## src/rtl/arb_mux_n.sv

```systemverilog
// N:1 arbitrating multiplexer with burst locking (round-robin or fixed priority)
// feeding a single registered output stage with valid/ready flow control.
module arb_mux_n #(
    parameter int unsigned NUM_CH     = 8,
    parameter int unsigned DATA_WIDTH = 8,
    parameter int unsigned SEL_WIDTH  = 3,
    parameter int unsigned ARB_MODE   = 0
) (
    input  logic                         Clk,
    input  logic                         Reset_n,
    input  logic [NUM_CH-1:0]            InValid,
    input  logic [NUM_CH*DATA_WIDTH-1:0] InData,
    input  logic [NUM_CH-1:0]            InLast,
    output logic [NUM_CH-1:0]            InReady,
    output logic                         OutValid,
    output logic [DATA_WIDTH-1:0]        OutData,
    output logic [SEL_WIDTH-1:0]         OutCh,
    output logic                         OutLast,
    input  logic                         OutReady
);

    typedef enum logic [0:0] {StIdle, StBurst} state_e;

    state_e                  state_q, state_d;
    logic [SEL_WIDTH-1:0]    grant_q, grant_d;
    logic [SEL_WIDTH-1:0]    rr_ptr_q, rr_ptr_d;
    logic                    out_valid_q, out_valid_d;
    logic [DATA_WIDTH-1:0]   out_data_q, out_data_d;
    logic [SEL_WIDTH-1:0]    out_ch_q, out_ch_d;
    logic                    out_last_q, out_last_d;

    logic                    space;
    logic                    found;
    logic [SEL_WIDTH-1:0]    winner;
    logic [SEL_WIDTH-1:0]    sel_ch;
    logic [NUM_CH-1:0]       valid_shift;
    logic [NUM_CH-1:0]       last_shift;
    logic [NUM_CH*DATA_WIDTH-1:0] data_shift;
    logic [DATA_WIDTH-1:0]   sel_data;
    logic                    sel_last;
    logic                    accept;
    int unsigned             idx;

    assign space = !out_valid_q || OutReady;

    // Search order starts at the round-robin pointer (mode 0) or at channel 0 (mode 1).
    always_comb begin : arbitrate
        found       = 1'b0;
        winner      = '0;
        idx         = 0;
        valid_shift = '0;
        for (int k = 0; k < int'(NUM_CH); k++) begin
            if (ARB_MODE == 0) begin
                idx = (32'(rr_ptr_q) + 32'(k)) % NUM_CH;
            end else begin
                idx = 32'(k);
            end
            valid_shift = InValid >> idx;
            if (!found && valid_shift[0]) begin
                found  = 1'b1;
                winner = SEL_WIDTH'(idx);
            end
        end
    end

    assign sel_ch = (state_q == StBurst) ? grant_q : winner;

    always_comb begin : ready_gen
        InReady = '0;
        if (Reset_n && space && ((state_q == StBurst) || found)) begin
            InReady = NUM_CH'(1) << sel_ch;
        end
    end

    always_comb begin : select
        last_shift = InLast >> sel_ch;
        data_shift = InData >> (32'(sel_ch) * DATA_WIDTH);
        sel_last   = last_shift[0];
        sel_data   = data_shift[DATA_WIDTH-1:0];
    end

    assign accept = |(InValid & InReady);

    always_comb begin : next_state
        state_d     = state_q;
        grant_d     = grant_q;
        rr_ptr_d    = rr_ptr_q;
        out_valid_d = out_valid_q;
        out_data_d  = out_data_q;
        out_ch_d    = out_ch_q;
        out_last_d  = out_last_q;
        if (accept) begin
            out_valid_d = 1'b1;
            out_data_d  = sel_data;
            out_ch_d    = sel_ch;
            out_last_d  = sel_last;
            if (sel_last) begin
                state_d  = StIdle;
                rr_ptr_d = (32'(sel_ch) == NUM_CH - 1) ? '0 : sel_ch + SEL_WIDTH'(1);
            end else begin
                state_d = StBurst;
                grant_d = sel_ch;
            end
        end else if (OutReady) begin
            out_valid_d = 1'b0;
        end
    end

    always_ff @(posedge Clk or negedge Reset_n) begin
        if (!Reset_n) begin
            state_q     <= StIdle;
            grant_q     <= '0;
            rr_ptr_q    <= '0;
            out_valid_q <= 1'b0;
            out_data_q  <= '0;
            out_ch_q    <= '0;
            out_last_q  <= 1'b0;
        end else begin
            state_q     <= state_d;
            grant_q     <= grant_d;
            rr_ptr_q    <= rr_ptr_d;
            out_valid_q <= out_valid_d;
            out_data_q  <= out_data_d;
            out_ch_q    <= out_ch_d;
            out_last_q  <= out_last_d;
        end
    end

    assign OutValid = out_valid_q;
    assign OutData  = out_data_q;
    assign OutCh    = out_ch_q;
    assign OutLast  = out_last_q;

endmodule
```

## config.mk

```make
export PLATFORM = sky130hd
export DESIGN_NAME = arb_mux_n
export DESIGN_NICKNAME = d
export VERILOG_FILES = /design/src/rtl/arb_mux_n.sv
export SDC_FILE = /design/constraint.sdc
export NUM_CORES = 1
export LEC_CHECK = 0
export CAP_MARGIN = 20
export CELL_PAD_IN_SITES_DETAIL_PLACEMENT = 1
export CELL_PAD_IN_SITES_GLOBAL_PLACEMENT = 2
export CORE_MARGIN = 5
export CORE_UTILIZATION = 27
export DETAILED_ROUTE_END_ITERATION = 7
export GPL_ROUTABILITY_DRIVEN = 0
export PLACE_DENSITY = 0.94
export SYNTH_ARGS = -nofsm -noshare
export SYNTH_HDL_FRONTEND = slang
export SYNTH_SLANG_ARGS = --single-unit
export TNS_END_PERCENT = 100
```

## constraint.sdc

```tcl
create_clock -name Clk -period 6.3 [get_ports Clk]
set_input_delay 0.63 -clock Clk [delete_from_list [all_inputs] [get_ports Clk]]
set_output_delay 0.63 -clock Clk [all_outputs]
set_load 0.1 [all_outputs]
```

==> results_dict.tcl, run 1 <==
set metrics [dict create \
    setup_violations 0 \
    start_util 0.273 \
    fin_util 0.396 \
    wire_per_inst_um 19.3 \
    overflow 0 \
    syn-cell-area_mm2 0.00263 \
    skew_ns 0.00187 \
    multi_input_area_mm2 0.00198 \
    antenna_found_initial 0 \
    htreeDepth 1 \
    yosys_warnings 0 \
    diodes 0 \
    cp-end-kind "register" \
    max_slew.worst_pin.slew_ns 1.03 \
    port_buffers 103 \
    grt_max_degree 22 \
    clock-sinks 20 \
    post-route-min-period_ns 5.47 \
    area_delta_synth_final_pct 44.9 \
    finalWorstSetupSlack_ns 0.825 \
    ys_seq_elements 20 \
    hold_path_class "register to register" \
    slew_viol_final 0 \
    core_area_mm2 0.00964 \
    clock_path_buffers 2 \
    ff2ff_setup_slack_ns 0.83 \
    final_cell_mix "clkdlybuf4s50_1, mux4_2, mux2i_1" \
    dp_hpwl_um 7700 \
    path_class "register to register" \
    worstPathMaxFanout 16 \
    hold_viol 0 \
    antenna_left 0 \
    drt-pass1-iter-count 5 \
    synth_top_flop_cell "dfrtp_1" \
    vias 2566 \
    cts_resized 0 \
    grt_usage 0.156 \
    status "complete, no violations" \
    tns_ns 0 \
    die_area_mm2 0.0118 \
    synth.avg_cell_area_um2 10.5 \
    path_clk_slew_ns 0.08 \
    numCtsBuffers 3 \
    cts_tree "yes" \
    clock.fmax_mhz 183 \
    wirelength_um 9230 \
    dieWidth_um 109 \
    yosys.area.top_type "mux4_2" \
    cap_violations 0 \
    hold_buffers 0 \
    drive_above_1_share 0.208 \
    grt_pass1_vias 2870 \
    drcViolationCount 0 \
    n_fill_cell 1091 \
    layout.cells.non_filler 479 \
    ios 104 \
    nets 437 \
    min_period_over_period 0.869 \
    die_h_um 109 \
    synth_nets 340 \
    synth.area.top_cells "mux4_2, dfrtp_1, mux2i_1" \
    regArea_um2 500 \
    num_rows 36 \
    postCtsSetupBuffers 0 \
    place_ws_ns 0.936 \
    synthCells 250 \
    dp_cells 475 \
    layout_commonest_cell "clkdlybuf4s50_1" \
    drt_iter0_markers 93 \
    arrival_ns 5.63 \
    cp.required_ns 6.45 \
    max-slew-margin-rel 0.313 \
    worstSetupStartpointType "register" \
    async_reset_ff_frac 1.00 \
    vias_per_cell 5.36 \
    synth_top_area_share 0.231 \
    grt_pass1_wl_um 14600 \
    clock-root-buffer "clkbuf_8" \
    rsz0062_at_grt "no" \
    synth.distinct_cells 62 \
    ys_seq_area_frac 0.190 \
    clk_latency_ns 0.26 \
    synth-edff-count 0 \
]
-- worst paths after layout --
check	startpoint	end	cells past startpoint
setup / recovery	rr_ptr_q[1]$_DFFE_PN0P_	OutCh[2]$_DFFE_PN0P_	15
hold / removal	grant_q[0]$_DFFE_PN0P_	grant_q[0]$_DFFE_PN0P_	1
setup reg to reg	rr_ptr_q[1]$_DFFE_PN0P_	OutCh[2]$_DFFE_PN0P_	15
hold reg to reg	grant_q[0]$_DFFE_PN0P_	grant_q[0]$_DFFE_PN0P_	1
max in group asynchronous	Reset_n	grant_q[1]$_DFFE_PN0P_	2
min in group asynchronous	Reset_n	OutData[2]$_DFFE_PN0P_	2
-- sequential cells by signal, summed over array words and instances (netlist names) --
name,count
OutCh,3
grant_q,3
OutValid,1
rr_ptr_q,3
OutData,8
OutLast,1
state_q,1
-- worst max-delay path: stages (launching register included) --
cell and delay (ns):
dfrtp_1 0.37, inv_1 0.19, ha_1 0.64, mux4_2 0.62
mux2_2 0.36, a41oi_4 0.24, nand4_2 0.16, o311ai_2 0.60
inv_2 0.30, ha_1 0.32, a22o_1 0.22, a221oi_1 0.22
mux2i_1 0.15, o21ai_4 0.33, buf_4 0.27, mux2_2 0.35
-- cell type report --
type                       instances  share of cell area
sequential                        20               0.131
clock inverter                     1             0.00788
clock buffer                       3              0.0108
timing repair buffer             108               0.275
inverter                          12              0.0118
multi-input combinational        202               0.520
tap                              133              0.0436
-- kinds of logic after synthesis --
kind of cell    after synthesis  share of synthesized area
compound gates               63                      0.191
xor+xnor                      2                    0.00666
fa+ha+maj                     7                     0.0333
buf+inv                      28                     0.0571
flops                        20                      0.190
mux                          65                      0.387
simple gates                 65                      0.135
-- metal layers --
| layer | up-vias | global-route usage | share of wire |
|---|---|---|---|
| li1 | 1183 | - | - |
| met1 | 1281 | 0.184 | 0.38 |
| met2 | 91 | 0.292 | 0.55 |
| met3 | 11 | 0.0261 | 0.056 |
| met4 | 0 | 0.0370 | 0.014 |
| met5 | - | 0 | 0 |
-- through the flow --
stage / cell area (µm²) / hold WS, ns
detailed placement: 3740 / 0.475
global route: 3810 / 0.519
global placement: 3740 / 0.462
CTS: 3810 / 0.492
finish: 3810 / 0.493
floorplan: 2630 / 0.334
-- synth_stat cells (all sizes together), types with 3 or more instances --
| library cell | n |
|---|---|
| nand4 | 6 |
| and3 | 4 |
| a31oi | 3 |
| buf | 12 |
| mux2i | 26 |
| nor2 | 6 |
| a22oi | 5 |
| nand3 | 10 |
| clkbuf | 4 |
| mux2 | 12 |
| nand2b | 4 |
| inv | 11 |
| dfrtp | 20 |
| o21ai | 20 |
| mux4 | 27 |
| ha | 7 |
| and2 | 9 |
| nand2 | 20 |
| a21oi | 11 |
Power of run 1 is left out: the tool's default activity adds up to more than one toggle a clock period on the data nets, which glitch-free logic cannot reach.
==> run 2, diff against run 1 <==
--- a/config.mk
+++ b/config.mk
@@ -13,6 +13,7 @@
 export DETAILED_ROUTE_END_ITERATION = 7
 export GPL_ROUTABILITY_DRIVEN = 0
 export PLACE_DENSITY = 0.94
+export SLEW_MARGIN = 20
 export SYNTH_ARGS = -nofsm -noshare
 export SYNTH_HDL_FRONTEND = slang
 export SYNTH_SLANG_ARGS = --single-unit
==> results of run 2 <==
The final DEF is identical to that of run 1; final timing and power are the same.
Power of run 2 is left out for the same reason.
==> run 3, diff against run 2 <==
--- a/config.mk
+++ b/config.mk
@@ -8,10 +8,10 @@
 export CAP_MARGIN = 20
 export CELL_PAD_IN_SITES_DETAIL_PLACEMENT = 1
 export CELL_PAD_IN_SITES_GLOBAL_PLACEMENT = 2
+export CORE_ASPECT_RATIO = 0.6
 export CORE_MARGIN = 5
 export CORE_UTILIZATION = 27
 export DETAILED_ROUTE_END_ITERATION = 7
-export GPL_ROUTABILITY_DRIVEN = 0
 export PLACE_DENSITY = 0.94
 export SLEW_MARGIN = 20
 export SYNTH_ARGS = -nofsm -noshare
==> run 3 against run 2 <==
  * Fmax increased by 1.9%
  * Utilization is 1.4 points higher
  * Largest cell class unchanged
  * Global-route usage barely moved
  * First-iteration DRC count increased by 58%
  * Critical path depth is the same
  * Final cell count decreased by 0.84%
  * Die area increased by 0.54%
  * Via count shrank 1.7%
==> results_dict.tcl, run 3 (synthesized netlist as in run 1, its figures left out) <==
set metrics [dict create \
    numCtsBuffers 3 \
    multi_input_area_mm2 0.00198 \
    max-slew-margin-rel 0.342 \
    worstPathMaxFanout 12 \
    drt-pass1-iter-count 4 \
    hold_viol 0 \
    place_congestion 0.872 \
    dp_hpwl_um 7710 \
    diodes 0 \
    antenna_found_initial 0 \
    hp-start "grant_q[0]$_DFFE_PN0P_" \
    cts_resized 0 \
    layout_commonest_cell "clkdlybuf4s50_1" \
    start_util 0.282 \
    hold_buffers 0 \
    wire_per_inst_um 19.3 \
    path_clk_slew_ns 0.05 \
    drt_iter0_markers 147 \
    nets 436 \
    num_rows 27 \
    cp.required_ns 6.43 \
    largest_reg_flops 8 \
    hold_path_class "register to register" \
    place_ws_ns 0.959 \
    vias 2523 \
    ios 104 \
    port_buffers 103 \
    cap_violations 0 \
    dpl_cell_area_mm2 0.00373 \
    area_delta_synth_final_pct 45.1 \
    startpoint "rr_ptr_q[1]$_DFFE_PN0P_" \
    min_period_over_period 0.852 \
    n_fill_cell 1047 \
    clock-root-buffer "clkbuf_16" \
    vias_per_cell 5.31 \
    cp-end-kind "register" \
    worstSetupStartpointType "register" \
    dieWidth_um 137 \
    timing.rr.start "rr_ptr_q[1]$_DFFE_PN0P_" \
    regArea_um2 500 \
    setup_violations 0 \
    arrival_ns 5.50 \
    htreeDepth 1 \
    drcViolationCount 0 \
    path_class "register to register" \
    antenna_left 0 \
    final_cell_mix "clkdlybuf4s50_1, mux4_2, mux2i_1" \
    grt_max_degree 22 \
    overflow 0 \
    max_slew.worst_pin.slew_ns 0.983 \
    slew_viol_final 0 \
    post-route-min-period_ns 5.37 \
    postCtsSetupBuffers 0 \
    status "complete, no violations" \
    clock.fmax_mhz 186 \
    die_area_mm2 0.0119 \
    grt_usage 0.156 \
    finalWorstSetupSlack_ns 0.929 \
    clock_path_buffers 2 \
    drive_above_1_share 0.206 \
    cts_tree "yes" \
    clock-sinks 20 \
    skew_ns 0.00290 \
    grt_pass1_wl_um 14800 \
    die_h_um 86.5 \
    clk_latency_ns 0.25 \
    wirelength_um 9180 \
    core_area_mm2 0.00932 \
    tns_ns 0 \
    grt_pass1_vias 2667 \
    stdcell_area_mm2 0.00382 \
    ff2ff_setup_slack_ns 0.93 \
    rsz0062_at_grt "no" \
]
==> run 3: cell count changes in the layout (fill, tap and decap cells not counted) <==
cell / change
buf_4: -1
bufinv_16: -1
clkbuf_16: +3
clkbuf_8: -2
==> run 3: final cells by class <==
type                    instances  share of cell area
clock buffers                   4              0.0233
multi-input cells             202               0.519
flip-flops and latches         20               0.131
repair buffers                107               0.273
inverters                      12              0.0118
well taps                     130              0.0426
==> run 3: worst paths after layout <==
path,endpoint,cells past startpoint
worst max-delay path,rr_ptr_q[2]$_DFFE_PN0P_,15
worst min-delay path,grant_q[0]$_DFFE_PN0P_,1
worst max register to register,rr_ptr_q[2]$_DFFE_PN0P_,15
worst min register to register,grant_q[0]$_DFFE_PN0P_,1
max in group asynchronous,OutLast$_DFFE_PN0P_,1
min in group asynchronous,rr_ptr_q[0]$_DFFE_PN0P_,1
==> run 3: metrics by stage <==
step / hold WS [ns] / utilization / std cells
floorplan: 0.334 / - / 250
global placement: 0.464 / 0.400 / 471
detailed placement: 0.472 / 0.400 / 471
CTS: 0.485 / 0.410 / 475
global route: 0.504 / 0.410 / 475
finish: 0.484 / 0.410 / 475
==> run 3: routing by layer <==
layer / vias up / track usage / wire (µm)
met3: 2 / 0.0418 / 799
met2: 103 / 0.247 / 4120
met1: 1242 / 0.220 / 4230
met4: 0 / 0.0136 / 30
li1: 1176 / - / -
met5: - / 0 / 0
==> run 3: worst max-delay path: stages, from the launching register on <==
cell	delay [ns]
dfrtp_1	0.34
inv_1	0.19
ha_1	0.65
mux4_2	0.64
mux2_2	0.37
a41oi_4	0.25
nand4_2	0.15
o311ai_2	0.60
inv_2	0.29
ha_1	0.30
a22o_1	0.20
a221oi_1	0.20
mux2i_1	0.16
o21ai_4	0.34
nand3b_2	0.24
mux2_4	0.31
Power of run 3 is left out for the same reason.
